$ cat src/rtl/hazard_unit.sv
// hazard_unit -- load-use / forwarding / flush control for the 5-stage RV32I core.
//
// The unit keeps a scoreboard of the instructions in EX and MEM: destination
// register plus op class (0 none, 1 ALU, 2 load). Using that scoreboard and the
// ID-stage decode fields it drives:
//   forward_ctrl_A/B   : ID operand source (0 regfile, 1 EX ALU, 2 MEM ALU, 3 MEM load)
//   forward_ctrl_ls    : the store now in MEM takes its data from the WB load result
//   stall_PC/IFID      : hold PC and IF/ID for a one-cycle load-use stall
//   flush_IFID/IDEX    : bubble IF/ID on a redirect, bubble ID/EX on a stall
//   stall_cnt          : saturating count of load-use stall cycles
// Inputs: clk, rst_n (async, active low), freeze, id_valid, rs1/rs2/rd addresses,
// rs1use/rs2use, hazard_optype (0 none, 1 ALU, 2 load, 3 store), redirect.

// Forward select for one ID operand against the EX/MEM scoreboard.
module hazard_fwd_sel (
   input  logic       use_rs,
   input  logic [4:0] rs,
   input  logic [4:0] ex_rd,
   input  logic [1:0] ex_op,
   input  logic [4:0] mem_rd,
   input  logic [1:0] mem_op,
   output logic       ex_ld_hit,
   output logic [1:0] sel
);
   logic ex_hit, mem_hit;

   assign ex_hit  = use_rs && (rs != 5'd0) && (rs == ex_rd)  && (ex_op  == 2'd1 || ex_op  == 2'd2);
   assign mem_hit = use_rs && (rs != 5'd0) && (rs == mem_rd) && (mem_op == 2'd1 || mem_op == 2'd2);
   assign ex_ld_hit = ex_hit && (ex_op == 2'd2);

   // EX has priority; an EX load hit selects the regfile because the stall
   // (or the late store-data path) covers it, so MEM must not be consulted.
   always_comb begin
      sel = 2'd0;
      if (ex_hit) begin
         if (ex_op == 2'd1) sel = 2'd1;
      end else if (mem_hit) begin
         sel = (mem_op == 2'd1) ? 2'd2 : 2'd3;
      end
   end
endmodule

module hazard_unit #(
   parameter int CNT_W = 16
) (
   input  logic             clk,
   input  logic             rst_n,
   input  logic             freeze,
   input  logic             id_valid,
   input  logic [4:0]       rs1_addr,
   input  logic [4:0]       rs2_addr,
   input  logic [4:0]       rd_addr,
   input  logic             rs1use,
   input  logic             rs2use,
   input  logic [1:0]       hazard_optype,
   input  logic             redirect,
   output logic [1:0]       forward_ctrl_A,
   output logic [1:0]       forward_ctrl_B,
   output logic             forward_ctrl_ls,
   output logic             stall_PC,
   output logic             stall_IFID,
   output logic             flush_IFID,
   output logic             flush_IDEX,
   output logic [CNT_W-1:0] stall_cnt
);
   logic [4:0] ex_rd, mem_rd;
   logic [1:0] ex_op, mem_op;
   logic       ls_ex, ls_mem;

   logic [1:0][4:0] rs_addr;
   logic [1:0]      rs_use;
   logic [1:0][1:0] fsel;
   logic [1:0]      ex_ld;

   assign rs_addr = {rs2_addr, rs1_addr};
   assign rs_use  = {rs2use, rs1use};

   genvar g;
   for (g = 0; g < 2; g++) begin : g_opnd
      hazard_fwd_sel u_sel (
         .use_rs    (rs_use[g]),
         .rs        (rs_addr[g]),
         .ex_rd     (ex_rd),
         .ex_op     (ex_op),
         .mem_rd    (mem_rd),
         .mem_op    (mem_op),
         .ex_ld_hit (ex_ld[g]),
         .sel       (fsel[g])
      );
   end

   assign forward_ctrl_A  = fsel[0];
   assign forward_ctrl_B  = fsel[1];
   assign forward_ctrl_ls = ls_mem;

   // A store whose only EX-load dependency is its data operand need not stall:
   // the data is picked up from WB when the store reaches MEM.
   logic st_exc, ls_pend, load_stall, en;
   assign st_exc     = (hazard_optype == 2'd3) && ex_ld[1] && !ex_ld[0];
   assign ls_pend    = id_valid && st_exc;
   assign load_stall = id_valid && (ex_ld[0] || ex_ld[1]) && !st_exc;
   // rst_n in the gate keeps redirect from leaking a flush while in reset.
   assign en         = rst_n && !freeze;

   assign stall_PC   = en && load_stall;
   assign stall_IFID = en && load_stall;
   assign flush_IDEX = en && load_stall;
   assign flush_IFID = en && redirect && !load_stall;

   logic id_wr;
   assign id_wr = (hazard_optype == 2'd1 || hazard_optype == 2'd2) && (rd_addr != 5'd0);

   always_ff @(posedge clk or negedge rst_n) begin
      if (!rst_n) begin
         ex_rd     <= '0;
         ex_op     <= '0;
         mem_rd    <= '0;
         mem_op    <= '0;
         ls_ex     <= 1'b0;
         ls_mem    <= 1'b0;
         stall_cnt <= '0;
      end else if (!freeze) begin
         mem_rd <= ex_rd;
         mem_op <= ex_op;
         ls_mem <= ls_ex;
         if (load_stall || !id_valid) begin
            ex_rd <= '0;
            ex_op <= '0;
            ls_ex <= 1'b0;
         end else begin
            ex_rd <= rd_addr;
            ex_op <= id_wr ? hazard_optype : 2'd0;
            ls_ex <= ls_pend;
         end
         if (load_stall && !(&stall_cnt)) stall_cnt <= stall_cnt + 1'b1;
      end
   end
endmodule
$ cat config.mk
export PLATFORM = sky130hd
export DESIGN_NAME = hazard_unit
export DESIGN_NICKNAME = d
export VERILOG_FILES = /design/src/rtl/hazard_unit.sv
export SDC_FILE = /design/constraint.sdc
export NUM_CORES = 1
export LEC_CHECK = 0
export CAP_MARGIN = 10
export CORE_ASPECT_RATIO = 1.75
export CORE_MARGIN = 4
export CORE_UTILIZATION = 48
export DETAILED_ROUTE_END_ITERATION = 12
export PLACE_DENSITY = 0.77
export SLEW_MARGIN = 0
export SYNTH_ARGS = -nofsm -noshare
export SYNTH_HDL_FRONTEND = slang
export SYNTH_SLANG_ARGS = --single-unit
$ cat constraint.sdc
create_clock -name clk -period 2.85 [get_ports clk]
set_input_delay 0.57 -clock clk [delete_from_list [all_inputs] [get_ports clk]]
set_output_delay 0.57 -clock clk [all_outputs]
set_load 0.005 [all_outputs]
==> impl_summary.md <==
Cells and area
The utilization of the core after routing is 73.4%. The final layout net count is 273. In the layout the commonest cells are sky130_fd_sc_hd__dfrtp_1 (31), sky130_fd_sc_hd__clkdlybuf4s50_1 (31), sky130_fd_sc_hd__buf_4 (29). From synthesis to final layout, the design area changed by 47.7%. The number of antenna diodes is 0. The fraction of final layout cells with drive strength greater than 1 is 31.1%. Leaving out filler cells and counting taps, the final layout contains 290. The final instance area is 2640 µm².

Yosys
The synthesis-stage register bit count is 32. The synthesized area is 1780 µm². Counting flops with a built-in enable in the synthesized netlist gives 0. Yosys printed 0 warnings. The synthesized-area fraction occupied by ao, oa, aoi and oai cells is between 9 and 10%. After synthesis, the mean cell area works out to 10.9 µm².

After Yosys synthesis, and, or, nand and nor cells account for 16.8% of the synthesized area. Synthesis instantiated 37 different standard cells from the library. Multiplexer cells account for roughly 4.4% of the synthesized area.

For this run, the leading register cell type out of synthesis is sky130_fd_sc_hd__dfrtp_1. The dominant combinational cell family by area after synthesis is XOR/XNOR gates. The portion of the post-synthesis area used by sequential elements is 44.9%. The cell count after synthesis is between 150 and 200. The synthesized-area fraction occupied by adder cells is 3.51%. Of the total synthesized cell area, the portion taken by XOR and XNOR cells is 17.2%. Of all flip-flops after synthesis, the portion carrying an async set or reset was 100%. Synthesis produced a netlist with a net count of 193.

Clock network
The post-CTS clock slew at the launch and capture registers of the worst setup and hold paths is 0.07 ns. At the later pin of the worst-skew pair, clock insertion delay measures around 0.28 ns. The CTS sink count is 32. The H-tree was split into 2 levels. The maximum buffer depth of the clock tree is 2. Hold repair after CTS inserted 0 buffers. TritonCTS built the clock tree. The cell chosen for the clock root is sky130_fd_sc_hd__clkbuf_8. The TritonCTS buffer count is 5.

Flow run
Across the run, the number of max-cap violations was 0.

Critical path
In this run the worst path has a maximum fanout of 4. Broken down by cell family, the worst path's largest delay share belongs to buffers and inverters. STA classifies the critical path endpoint as an output port. The critical path crosses 7 cells after its start point. The endpoint arrival time on the critical path is between 2 and 2.5 ns.

The buffering stage count on the worst path with inverters included is 3. The slowest library cell on the worst path is sky130_fd_sc_hd__dfrtp_2. The signal on the critical path passes through xor2_1 -> nor4_1 -> buf_4 -> buf_4 -> nand3_1 -> and3_2 -> clkdlybuf4s50_1.

STA classifies the critical path startpoint as a flip-flop. The critical path data required time is 2.28 ns. The worst setup path is of the flip-flop to output port kind. The largest single stage delay on the critical path is between 0.4 and 0.5 ns. The startpoint of the lowest-slack register-to-register path is ex_rd[1]$_DFFE_PN0N_. The most prevalent standard cell on the critical path is sky130_fd_sc_hd__buf_4.

The depth of the most critical reg-to-reg path is 8. The worst setup path startpoint is ex_rd[2]$_DFFE_PN0N_.

Timing
The shortest clock period the worst path allows after layout is about 2.8 ns. The final count of pins violating max slew was 0. Measured against its own limit, the worst slew margin works out to 72.5%. Setup repair after global routing left no endpoint under its margin. Dividing the final minimum period by the clock period gives between 90% and 100%. Final hold analysis gives a worst-case slack of ~0.48 ns.

The worst clock skew is 0.00379 ns. The top achievable clock speed is roughly 360 MHz. At the pin with the least slew margin, the transition time is 0.413 ns. The hold violation total from the final report is 0.

The count of final setup violators is 0.

Drt
The violation count after the first detailed-route iteration is 32. The number of iterations in the first detailed-routing pass is 4. The average routed wire per standard cell is 17.7 µm. The routed layout has 1578 vias. After detailed routing, the number of vias per cell comes to 5.44. After detailed routing, the number of remaining DRC violations is 0. In this run the remaining antenna-violating nets after routing total 0. The final wirelength is 5120 µm.

Floorplanning
The number of top-level design ports is 49. Once the floorplan was initialized, standard cells occupied 49.7% of the core. The core footprint is approximately 3600 µm². The row count is 29. From bottom edge to top edge, the die measures 88.7 µm. The area of the die is around 4800 µm². The horizontal die dimension is 54.1 µm.

Global routing
The via count of the first global-routing pass came to 1769. For this run, global-route usage on met3 was measured as approximately 4.6%. The peak-usage layer in the global routing report is met2. The number of antenna violations at the first check in global routing is 0. For this run, global-route usage on met2 was measured as 44.4%.

The aggregate global-route resource usage is 23.7%. Global routing used 22.9% of the available met1 tracks. The first global-routing pass estimated 8070 µm of wire. Summed over all layers, the global routing overflow is 0.

Entering global routing, the biggest net connects 33 pins.

Placement
The final RePlAce weighted congestion is 0.801. Detailed placement finished with a half-perimeter wire length of 3600 µm. Buffers placed on the I/O ports in this run total 48.

After detailed placement, the total cell area comes to between 2000 and 2500 µm². The cell count after placement is between 200 and 300.

Worst hold path
The worst hold path belongs to the class flip-flop to flip-flop. The number of instances on the worst hold path is 2. The hold path startpoint is mem_op[1]$_DFFE_PN0N_.

Outcome
The run finished with clean final reports.

Power and ir drop
For this design the static power due to leakage is ~1.2 nW. IR analysis of the VDD net gives a maximum drop of 0.000478 V. Total power for the finished layout comes to approximately 0.0011 W. The power per unit of standard cell area is 400 nW/µm².
cell usage after synthesis, types with 5 or more instances:
| cell type | n | share of area [%] |
|---|---|---|
| sky130_fd_sc_hd__inv_1 | 7 | 1.5 |
| sky130_fd_sc_hd__ha_1 | 5 | 3.5 |
| sky130_fd_sc_hd__nor2_1 | 10 | 2.1 |
| sky130_fd_sc_hd__nand3_1 | 7 | 2.0 |
| sky130_fd_sc_hd__nand2_1 | 12 | 2.5 |
| sky130_fd_sc_hd__xor2_1 | 13 | 6.4 |
| sky130_fd_sc_hd__nand4_1 | 8 | 2.8 |
| sky130_fd_sc_hd__mux2_2 | 7 | 4.4 |
| sky130_fd_sc_hd__xnor2_1 | 22 | 11 |
| sky130_fd_sc_hd__dfrtp_1 | 32 | 45 |
stage by stage:
| stage | setup slack, ns | TNS (ns) |
|---|---|---|
| 3_5_place_dp | -0.677 | -4.50 |
| 4_1_cts | 0.0103 | 0 |
| 6_report | 0.0630 | 0 |
| 3_3_place_gp | -0.678 | -4.20 |
| 2_1_floorplan | 0.181 | 0 |
| 5_1_grt | 0.00318 | 0 |
where the power goes:
| group | switching (W) | internal, W |
|---|---|---|
| clock network | 0.000164 | 0.000215 |
| logic | 0.0000820 | 0.0000991 |
| registers | 0.0000210 | 0.000472 |
| total | 0.000267 | 0.000786 |
path summary, 6_finish.rpt:
| kind | slack (ns) | end |
|---|---|---|
| max reg2reg | 0.47 | stall_cnt[1]$_DFFE_PN0P_ |
| min in group asynchronous | 0.93 | mem_op[1]$_DFFE_PN0N_ |
| max | 0.06 | forward_ctrl_B[1] |
| min reg2reg | 0.48 | mem_op[1]$_DFFE_PN0N_ |
| min | 0.48 | mem_op[1]$_DFFE_PN0N_ |
| max in group asynchronous | 1.60 | ex_rd[2]$_DFFE_PN0N_ |
layout make-up:
class / count / area (µm²)
timing repair buffer: 78 / 656
clock buffer: 7 / 96.3
fill: 232 / 957
sequential: 32 / 802
multi-input combinational: 120 / 997
inverter: 7 / 26.3
tap: 46 / 57.6
cell families (layout without fill, tap and decap cells):
group                    count (synthesis)  in the layout
AO/OA/AOI/OAI                           19             19
multiplexers                             7              7
AND/OR/NAND/NOR                         54             54
adder cells (fa/ha/maj)                  5              5
flip-flops                              32             32
XOR/XNOR                                35             35
buffers and inverters                   12             92
worst register-to-register path, cell delays in order, from the launching register on:
cell and delay (ns):
sky130_fd_sc_hd__dfrtp_1 0.40, sky130_fd_sc_hd__buf_6 0.13, sky130_fd_sc_hd__xnor2_2 0.12, sky130_fd_sc_hd__nand4_1 0.17, sky130_fd_sc_hd__nor4_4 0.43, sky130_fd_sc_hd__buf_4 0.19, sky130_fd_sc_hd__buf_4 0.12, sky130_fd_sc_hd__o211a_1 0.34
sky130_fd_sc_hd__mux2_2 0.37
state kept, by name, indices dropped and copies added, names as in the netlist:
signal	cells
ex_rd	5
forward_ctrl_ls	1
mem_op	2
mem_rd	5
stall_cnt	16
ex_op	2
ls_ex	1
metal layers:
layer	vias to the layer above	share of wire, %	routed length, µm
li1	741	-	-
met1	767	37	1880
met2	57	56	2870
met3	13	4.3	218
met4	0	3.0	153
met5	-	0	0
repair_timing:
action / CTS / global route
endpoints found under the setup margin: 8 / 5
buffers inserted: 6 / 2
resized for setup: 46 / 17
pin swaps: 10 / 10
No activity file was read; power rests on OpenSTA's default activity.
